==> src/rtl/apb_uart_tx_if.sv <==
// apb_uart_tx_if: APB bus bundle between the peripheral bridge and the UART.
// The master side drives the request, the slave side returns data and ready.
interface apb_uart_tx_if;
    logic        PSEL;
    logic        PENABLE;
    logic        PWRITE;
    logic [3:0]  PADDR;
    logic [31:0] PWDATA;
    logic [31:0] PRDATA;
    logic        PREADY;

    modport master (
        output PSEL, PENABLE, PWRITE, PADDR, PWDATA,
        input  PRDATA, PREADY
    );

    modport slave (
        input  PSEL, PENABLE, PWRITE, PADDR, PWDATA,
        output PRDATA, PREADY
    );
endinterface

==> src/rtl/apb_uart_tx.sv <==
// apb_uart_tx: APB-programmed 8N1 UART transmitter with a byte FIFO.
// Define UART_PARITY_EN to add the optional parity bit (CTRL bits 2/3).
module apb_uart_tx #(
    parameter int          FIFO_DEPTH  = 8,
    parameter logic [15:0] DEFAULT_DIV = 16'd104
) (
    input  logic         clk,
    input  logic         rst,
    apb_uart_tx_if.slave apb,
    output logic         TX,
    output logic         INTR
);
    localparam int AW = $clog2(FIFO_DEPTH);
    localparam int CW = AW + 1;

    typedef enum logic [2:0] {
        S_IDLE,
        S_START,
        S_DATA,
`ifdef UART_PARITY_EN
        S_PARITY,
`endif
        S_STOP
    } state_t;

    state_t        state;
    state_t        state_next;
    logic [7:0]    mem [FIFO_DEPTH];
    logic [AW-1:0] wr_ptr;
    logic [AW-1:0] rd_ptr;
    logic [CW-1:0] count;
    logic [15:0]   baud_div;
    logic [15:0]   baud_cnt;
    logic [15:0]   bit_len;
    logic [7:0]    shift;
    logic [2:0]    bit_idx;
    logic          tx_en;
    logic          irq_en;
    logic          overflow;
`ifdef UART_PARITY_EN
    logic          par_en;
    logic          par_odd;
`endif
    logic          access;
    logic          wr;
    logic          push;
    logic          push_ok;
    logic          pop;
    logic          full;
    logic          empty;
    logic          busy;
    logic          bit_end;
    logic          tx_d;
    logic [31:0]   rdata;
    logic          unused_pwdata;

    assign access  = apb.PSEL & apb.PENABLE;
    assign wr      = access & apb.PWRITE;
    assign push    = wr && (apb.PADDR == 4'h0);
    assign full    = (count == CW'(FIFO_DEPTH));
    assign empty   = (count == '0);
    assign push_ok = push && (!full || pop);
    assign busy    = (state != S_IDLE);
    assign bit_len = (baud_div == 16'd0) ? 16'd1 : baud_div;
    assign bit_end = busy && (baud_cnt == 16'd0);

    assign unused_pwdata = ^apb.PWDATA[31:16];

    // Configuration registers and the sticky overflow flag
    always_ff @(posedge clk) begin
        if (rst) begin
            baud_div <= DEFAULT_DIV;
            tx_en    <= 1'b0;
            irq_en   <= 1'b0;
            overflow <= 1'b0;
`ifdef UART_PARITY_EN
            par_en   <= 1'b0;
            par_odd  <= 1'b0;
`endif
        end else begin
            if (push && full && !pop) begin
                overflow <= 1'b1;
            end
            if (wr) begin
                case (apb.PADDR)
                    4'h4: if (apb.PWDATA[3]) overflow <= 1'b0;
                    4'h8: baud_div <= apb.PWDATA[15:0];
                    4'hC: begin
                        tx_en   <= apb.PWDATA[0];
                        irq_en  <= apb.PWDATA[1];
`ifdef UART_PARITY_EN
                        par_en  <= apb.PWDATA[2];
                        par_odd <= apb.PWDATA[3];
`endif
                    end
                    default: ;
                endcase
            end
        end
    end

    // FIFO storage; slots are only read while count marks them valid
    always_ff @(posedge clk) begin
        if (push_ok) begin
            mem[wr_ptr] <= apb.PWDATA[7:0];
        end
    end

    // FIFO pointers and occupancy
    always_ff @(posedge clk) begin
        if (rst) begin
            wr_ptr <= '0;
            rd_ptr <= '0;
            count  <= '0;
        end else begin
            if (push_ok) wr_ptr <= wr_ptr + AW'(1);
            if (pop)     rd_ptr <= rd_ptr + AW'(1);
            case ({push_ok, pop})
                2'b10:   count <= count + CW'(1);
                2'b01:   count <= count - CW'(1);
                default: ;
            endcase
        end
    end

    // FSM state register
    always_ff @(posedge clk) begin
        if (rst) state <= S_IDLE;
        else     state <= state_next;
    end

    // FSM next-state logic
    always_comb begin
        state_next = state;
        case (state)
            S_IDLE:  if (pop) state_next = S_START;
            S_START: if (bit_end) state_next = S_DATA;
            S_DATA: begin
                if (bit_end && bit_idx == 3'd7) begin
`ifdef UART_PARITY_EN
                    state_next = par_en ? S_PARITY : S_STOP;
`else
                    state_next = S_STOP;
`endif
                end
            end
`ifdef UART_PARITY_EN
            S_PARITY: if (bit_end) state_next = S_STOP;
`endif
            S_STOP:  if (bit_end) state_next = pop ? S_START : S_IDLE;
            default: state_next = S_IDLE;
        endcase
    end

    // FSM outputs: line level and FIFO pop (STOP exit pops for back-to-back)
    always_comb begin
        tx_d = 1'b1;
        pop  = 1'b0;
        case (state)
            S_IDLE:   pop  = tx_en && !empty;
            S_START:  tx_d = 1'b0;
            S_DATA:   tx_d = shift[bit_idx];
`ifdef UART_PARITY_EN
            S_PARITY: tx_d = (^shift) ^ par_odd;
`endif
            S_STOP:   pop  = bit_end && tx_en && !empty;
            default:  ;
        endcase
    end

    // Shift register, bit index and baud countdown; BAUDDIV reloads per bit
    always_ff @(posedge clk) begin
        if (rst) begin
            shift    <= '0;
            bit_idx  <= '0;
            baud_cnt <= '0;
        end else if (pop) begin
            shift    <= mem[rd_ptr];
            bit_idx  <= '0;
            baud_cnt <= bit_len - 16'd1;
        end else if (busy) begin
            if (bit_end) begin
                baud_cnt <= bit_len - 16'd1;
                if (state == S_DATA) bit_idx <= bit_idx + 3'd1;
            end else begin
                baud_cnt <= baud_cnt - 16'd1;
            end
        end
    end

    // Registered line driver and level interrupt
    always_ff @(posedge clk) begin
        if (rst) begin
            TX   <= 1'b1;
            INTR <= 1'b0;
        end else begin
            TX   <= tx_d;
            INTR <= irq_en & empty & ~busy;
        end
    end

    // Register read mux
    always_comb begin
        rdata = '0;
        case (apb.PADDR)
            4'h4: rdata = {16'h0, 8'(count), 4'h0,
                           overflow, busy, empty, full};
            4'h8: rdata = {16'h0, baud_div};
`ifdef UART_PARITY_EN
            4'hC: rdata = {28'h0, par_odd, par_en, irq_en, tx_en};
`else
            4'hC: rdata = {30'h0, irq_en, tx_en};
`endif
            default: rdata = '0;
        endcase
    end

    assign apb.PRDATA = apb.PSEL ? rdata : 32'h0;
    assign apb.PREADY = 1'b1;
endmodule
==> src/flat_wrapper.sv <==
// flat-port wrapper written by rule: the top's interface ports become plain ports
module apb_uart_tx_flat 
#(
    parameter int          FIFO_DEPTH  = 8,
    parameter logic [15:0] DEFAULT_DIV = 16'd104
)
  (clk, rst, TX, INTR, apb_PSEL, apb_PENABLE, apb_PWRITE, apb_PADDR, apb_PWDATA, apb_PRDATA, apb_PREADY);
  apb_uart_tx_if apb_i ();
  input  logic clk;
  input  logic rst;
  output logic TX;
  output logic INTR;
  input wire logic [$bits(apb_i.PSEL)-1:0] apb_PSEL;
  input wire logic [$bits(apb_i.PENABLE)-1:0] apb_PENABLE;
  input wire logic [$bits(apb_i.PWRITE)-1:0] apb_PWRITE;
  input wire logic [$bits(apb_i.PADDR)-1:0] apb_PADDR;
  input wire logic [$bits(apb_i.PWDATA)-1:0] apb_PWDATA;
  output wire logic [$bits(apb_i.PRDATA)-1:0] apb_PRDATA;
  output wire logic [$bits(apb_i.PREADY)-1:0] apb_PREADY;
  assign apb_i.PSEL = apb_PSEL;
  assign apb_i.PENABLE = apb_PENABLE;
  assign apb_i.PWRITE = apb_PWRITE;
  assign apb_i.PADDR = apb_PADDR;
  assign apb_i.PWDATA = apb_PWDATA;
  assign apb_PRDATA = apb_i.PRDATA;
  assign apb_PREADY = apb_i.PREADY;
  apb_uart_tx #(.FIFO_DEPTH(FIFO_DEPTH), .DEFAULT_DIV(DEFAULT_DIV)) u_core (.clk(clk), .rst(rst), .apb(apb_i), .TX(TX), .INTR(INTR));
endmodule
==> config.mk <==
export PLATFORM = sky130hd
export DESIGN_NAME = apb_uart_tx_flat
export DESIGN_NICKNAME = d
export VERILOG_FILES = /design/src/rtl/apb_uart_tx_if.sv /design/src/rtl/apb_uart_tx.sv /design/src/flat_wrapper.sv
export SDC_FILE = /design/constraint.sdc
export NUM_CORES = 1
export LEC_CHECK = 0
export BUFFER_PORTS_ARGS = -buffer_cell sky130_fd_sc_hd__buf_2
export CORE_MARGIN = 1.5
export CORE_UTILIZATION = 30
export DETAILED_ROUTE_END_ITERATION = 10
export REMOVE_ABC_BUFFERS = 1
export SLEW_MARGIN = 20
export SYNTH_ARGS = -nofsm -noshare
export SYNTH_HDL_FRONTEND = slang
export SYNTH_SLANG_ARGS = --single-unit
==> constraint.sdc <==
create_clock -name clk -period 3.95 [get_ports clk]
set_clock_uncertainty 0.15 [all_clocks]
set_input_delay 0.1975 -clock clk [delete_from_list [all_inputs] [get_ports clk]]
set_output_delay 0.1975 -clock clk [all_outputs]
set_load 0.03 [all_outputs]
# Word level (Yosys, flattened, before mapping)
# Memory sizes are Yosys's and may differ from the RTL's. A register that Yosys moved wholly into a read port is not among the register bits.
# Index checks and enable logic that the tools add are counted.
# W data, S select, Z words.
[word_totals] ramBits=64 n_memories=1 inputBits=41 regBits=53 word_cells=89 output_inout_bits=35
[memory_table] name="u_core.mem" words=8 word_bits=8 rd=1 rd_ports_with_merged_regs=1 wr=1 line_no="apb_uart_tx.sv:28" rtl="logic [7:0] mem [FIFO_DEPTH];"
[classes] n_bitwise=5 order_cmp=1 muxes=23 n_reduce_logical=26 n_addsub=7 n_eq_ne=14
[op_table] cell="$mux W16" n=5
[op_table] cell="$pmux W16 S3" n=1
[op_table] cell="$logic_not A16 Y1" n=2
[op_table] cell="$sub A16 B1 Y16 const B" n=2
[op_table] cell="$eq A4 B4 Y1 const B" n=3
[op_table] cell="$mux W3" n=4
[op_table] cell="$pmux W3 S4" n=1
[op_table] cell="$add A3 B1 Y3 const B" n=3
[op_table] cell="$logic_and A1 B1 Y1" n=9
[op_table] cell="$logic_not A4 Y1" n=2
[op_table] cell="$mux W1" n=8
[op_table] cell="$ne A2 B1 Y1 const B" n=4
[op_table] cell="$pmux W4 S2" n=1
[op_table] cell="$eq A3 B2 Y1 const B" n=2
[op_table] cell="$add A4 B1 Y4 const B" n=1
[op_table] cell="$and A1 B1 Y1" n=4
[op_table] cell="$eq A4 B3 Y1 const B" n=1
[op_table] cell="$lt A3 B4 Y1 const B" n=1
[op_table] cell="$pmux W1 S2" n=2
[op_table] cell="$reduce_and A2 Y1" n=2
[op_table] cell="$reduce_and A4 Y1" n=1
[op_table] cell="$reduce_bool A2 Y1" n=2
[op_table] cell="$sub A4 B1 Y4 const B" n=1
[op_table] cell="$bmux W1 S3" n=1
[op_table] cell="11 further kinds" n=13

# Logic depth before layout (Yosys ltp)
[logic_depth] depth_word=11 ltp_mapped=14 depth_no_buf=11

# Worst setup path after synthesis
# No wires, ideal clock.
[synth_path] path_type="register to register" start="register u_core.state[0]" end="memory u_core.mem[0][0] (enable)" arrival_ns=2.794 stages_incl_launch_ff=9 slack_ns=0.611 required_time_ns=3.405 synth_period_minus_slack_ns=3.339 path_cell_list="dfxtp_1 inv_1 ha_1 or3b_2 nor2_1 a41o_1 buf_4 o21ai_0 nor4_1"
[synth_via] elab_chain_len=9
[synth_lines] element="from (decl)" line_no="apb_uart_tx.sv:26" rtl="state_t state;"
[synth_lines] element="from (signal assigned)" line_no="apb_uart_tx.sv:129" rtl="else state <= state_next;"
[synth_lines] element="$reduce_bool A3 Y1" line_no="apb_uart_tx.sv:63" rtl="assign busy = (state != S_IDLE);"
[synth_lines] element="$logic_and A1 B1 Y1" line_no="apb_uart_tx.sv:65" rtl="assign bit_end = busy && (baud_cnt == 16'd0);"
[synth_lines] element="$logic_and A1 B1 Y1 (2 in a row)" line_no="apb_uart_tx.sv:166" rtl="S_STOP: pop = bit_end && tx_en && !empty;"
[synth_lines] element="$pmux W1 S2 (*)" line_no="apb_uart_tx.sv:159" rtl="case (state)"
[synth_lines] element="$logic_or A1 B1 Y1 (*)" line_no="apb_uart_tx.sv:62" rtl="assign push_ok = push && (!full || pop);"
[synth_lines] element="$logic_and A1 B1 Y1 (*)" line_no="apb_uart_tx.sv:62"
[synth_lines] element="$mux W1 (*)" line_no="apb_uart_tx.sv:104" rtl="if (push_ok) begin"
[synth_lines] element="$mux W1 (not written as such) (*)" line_no="apb_uart_tx.sv:105" rtl="mem[wr_ptr] <= apb.PWDATA[7:0];"
[synth_lines] element="to (decl)" line_no="apb_uart_tx.sv:28"
# Mark *: on every way between the ends. The rest lies on a longest branch, timed or not.

# Worst setup path after layout
[layout_path] start="register u_core.state[1]" end="register u_core.count[2]"
[layout_via] elab_chain_len=9
[layout_lines] element="$reduce_bool A3 Y1" line_no="apb_uart_tx.sv:63"
[layout_lines] element="$logic_and A1 B1 Y1" line_no="apb_uart_tx.sv:65"
[layout_lines] element="$logic_and A1 B1 Y1 (2 in a row)" line_no="apb_uart_tx.sv:166"
[layout_lines] element="$pmux W1 S2 (*)" line_no="apb_uart_tx.sv:159"
[layout_lines] element="$logic_or A1 B1 Y1" line_no="apb_uart_tx.sv:62"
[layout_lines] element="$logic_and A1 B1 Y1" line_no="apb_uart_tx.sv:62"
[layout_lines] element="$eq A2 B1 Y1 / $eq A2 B2 Y1 (equally long branches)" line_no="apb_uart_tx.sv:118" rtl="case ({push_ok, pop})"
[layout_lines] element="$pmux W4 S2 / $reduce_bool A2 Y1 (equally long branches)"
[layout_lines] element="to (signal assigned)" line_no="apb_uart_tx.sv:119" rtl="2'b10: count <= count + CW'(1);"
[layout_lines] element="to (signal assigned)" line_no="apb_uart_tx.sv:120" rtl="2'b01: count <= count - CW'(1);"
[layout_lines] element="to (decl)" line_no="apb_uart_tx.sv:31" rtl="logic [CW-1:0] count;"
# Marked as above.
# A chain may end at the register's enable or synchronous reset.

==> metrics.md <==
| Metric | Value |
|---|---|
| Clock-pin slew on the worst setup and hold paths | `0.06 ns` |
| Placeable Area | `20400 sq um` |
| Xor and xnor fraction of the mapped netlist area | `0.0140` |
| CTS tree | `yes` |
| Global Route Usage Sum | `0.138` |
| Synth Area in Adders | `0.0240` |
| Worst min path class | `input pin to flip-flop` |
| Part of the cycle the worst path needs | `0.770` |
| Final Util | `0.366` |
| Relative slew slack | `0.328` |
| Synthesis-to-layout area growth | `19.2%` |
| Final worst slack | `0.909 ns` |
| Largest area contributor in the netlist | `edfxtp_1` |
| Initial antenna violation count | `0` |
| Worst-path maximum fanout | `4` |
| Syn_area_per_cell | `11.3 sq um` |
| Sequential area share after synthesis | `0.499` |
| Largest net degree at the start of global routing | `41` |
| Distinct cells, synth | `62` |
| Critical Path End Type | `flip-flop` |
| Max Cap Violations | `0` |
| Row cnt | `52` |
| WL final | `between 10 and 15 mm` |
| Fin. max-slew vios | `0` |
| Run status | `completed` |
| Least-Margin Pin Slew | `1.01 ns` |
| First-pass GRT wire length | `23.2 mm` |
| Dpl ws | `0.917 ns` |
| Root Buffer | `clkbuf_16` |
| Worst endpoint data arrival time | `3.19 ns` |
| Nets | `668` |
| Cells after Synth | `556` |
| Vias | `4452` |
| Die height | `around 150 um` |
| WP data required | `4.10 ns` |
| Routed vias/inst | `4.96` |
| Non-Filler Instances | `898` |
| Crit path from | `u_core.state[1]` |
| Die Wd | `147 um` |
| Port bufs | `42` |
| HPWL Detailed | `9.91 mm` |
| Final instance area | `7460 sq um` |
| Post-synth EDFFs | `64` |
| Fraction of layout cells with a size suffix above 1 | `0.207` |
| Clk Latency, worst-skew pair | `0.42 ns` |
| DR iter-0 viols | `between 400 and 500` |
| Leakage Power | `2.68 nW` |
| Clk sinks | `124` |
| Hold depth | `1` |
| DP Cell Count | `851` |
| Startpoint Class | `flip-flop` |
| Fin. Hold Viols | `0` |
| PwrDens | `approximately 550 nW/um^2` |
| Number of global-route vias before repair | `approximately 4200` |
| Area fraction of the dominant cell type after synthesis | `0.307` |
| Initial Utilization | `0.307` |
| H-tree depth | `4` |
| Multiplexer share of the synthesized area | `0.141` |
| Drt pass-1 iters | `5` |
| Wire length per cell | `16.1 um` |
| Largest family of logic cells by synthesized area | `simple AND/OR/NAND/NOR gates` |
| Synth area leaders | `edfxtp_1 31%, dfxtp_1 19%, mux4_2 6.5%` |
| Area after DPL | `6720 sq um` |
| WS Path Type | `flip-flop to flip-flop` |
| Setup TNS | `0 ns` |
| Endpoint, Worst Hold | `u_core.mem[4][1]` |
| DR DRC count | `0` |
| Post-CTS Setup Bufs | `0` |
| Reg2reg setup slack | `0.91 ns` |
| # IOs | `76` |
| Last weighted congestion value of the routability-driven placer | `just over 0.8` |
| Grt ovf | `0` |
| Hold wc startpoint | `apb_PWDATA[1]` |
| Simple-Gate Fraction of Synth Area | `0.170` |
| Complex-gate fraction of the synthesized area | `0.0967` |
| Crit path time final | `3.04 ns` |
| Hold_ws | `roughly 0.013 ns` |
| Worst-case reg-to-reg path depth | `12` |
| Die area | `21700 sq um` |
| FF-to-FF Start | `u_core.state[1]` |
| Synthesized flop and latch total | `around 120` |
| Mapped Area | `6260 sq um` |
| Async SR Flop Fraction | `0` |
| Reg-to-Reg End | `u_core.count[2]` |
| Clk buf depth | `2` |
| TritonCTS Buffers | `17` |
| Diodes inserted | `0` |
| Final total power | `around 4 mW` |
| Max Freq | `between 300 and 400 MHz` |
| Final antenna-violating net count | `0` |
| Synthesis warning total | `0` |
| Worst IR Drop VDD | `0.330 mV` |
| Post-synth top flop | `edfxtp_1` |
| RSZ-0062 raised after global routing | `false` |
| Final setup viols | `0` |
==> layout by cell type, fill, tap and decap left out, drive strengths merged, types with 14 or more instances in the layout <==
master and count:
edfxtp 64, buf 61, dfxtp 60, nor2 59, mux2i 37, nor3 26
nand2 20, inv 20, mux4 18, clkbuf 18, conb 17, a21oi 16
dlygate4sd3 15, nand3 14, nor4 14
==> power by group <==
group	internal [mW]	total, mW	switching (mW)
Clock	0.942	1.54	0.599
Sequential	1.41	1.48	0.0720
Combinational	0.428	1.08	0.656
==> cell usage after synthesis (5+ instances only) <==
cell type and n:
nand2b_1 11, a22oi_1 10, dfxtp_1 60, mux4_2 18
a21oi_1 15, nand3_1 14, xnor2_1 7, mux2_2 7
or4_1 6, a211oi_1 8, buf_4 20, nor2_1 58
nor4_1 10, and2_1 13, edfxtp_1 64, mux2i_1 37
ha_1 12, buf_2 6, clkbuf_1 21, inv_1 13
nand2_1 20, o21ai_0 8, nor3_1 26, o32ai_1 6
nor2b_1 13, or3_1 5, a31oi_1 7
==> worst max-delay path: stages, from the launching register on <==
cell and delay (ns):
dfxtp_1 0.38, inv_1 0.08, ha_1 0.32, or3b_2 0.53, nor2_1 0.11, buf_4 0.15
a41o_1 0.16, nand2_1 0.08, xnor2_1 0.13, ha_1 0.20, and3_1 0.14, mux2i_1 0.16
mux2_2 0.35
==> kinds of logic (layout without fill, tap and decap cells) <==
kind of cell,count (synthesis),after routing
and+or+nand+nor,196,196
DFF,124,124
AOI/OAI and AO/OA,84,84
muxes,64,64
buffers and inverters,64,121
adders and majority gates,12,12
xor gates and xnor gates,10,10
other,2,17
==> repair_timing <==
action                                 CTS  global route
hold buffers                            15             0
endpoints found under the hold margin   66             0
resized for setup                        0             0
==> registers in the layout, summed over array words and instances (netlist names) <==
signal	flops
u_core.state	2
u_core.overflow	1
u_core.wr_ptr	3
u_core.baud_cnt	16
u_core.irq_en	1
u_core.baud_div	16
u_core.bit_idx	3
u_core.shift	8
u_core.mem	64
u_core.rd_ptr	3
u_core.TX	1
u_core.tx_en	1
u_core.INTR	1
u_core.count	4
==> layer usage <==
| metal | wire, um | GRT usage | share of wire | vias to the layer above |
|---|---|---|---|---|
| met4 | 195 | 0.0475 | 0.014 | 0 |
| met2 | 6760 | 0.220 | 0.47 | 105 |
| met3 | 453 | 0.0275 | 0.031 | 14 |
| li1 | - | - | - | 2175 |
| met1 | 7020 | 0.189 | 0.49 | 2158 |
| met5 | 0 | 0 | 0 | - |
==> area by class of cell <==
class | instances | area [sq um]
Clock buffer | 18 | 429
Clock inverter | 14 | 159
Fill cell | 1994 | 12900
Inverter | 13 | 48.8
Multi-Input combinational cell | 383 | 2860
Sequential cell | 124 | 3120
Tap cell | 270 | 338
Timing Repair Buffer | 76 | 503
==> worst max path at each step <==
| stage | end | depth (start not counted) |
|---|---|---|
| 6_report | u_core.count[2] | 12 |
| 2_1_floorplan | u_core.mem[0][0] | 7 |
| 4_1_cts | u_core.count[2] | 12 |
| 3_3_place_gp | u_core.count[2] | 12 |
| 3_5_place_dp | u_core.count[2] | 12 |
| 5_1_grt | u_core.count[2] | 12 |
Power figures use the tool's default switching activity.
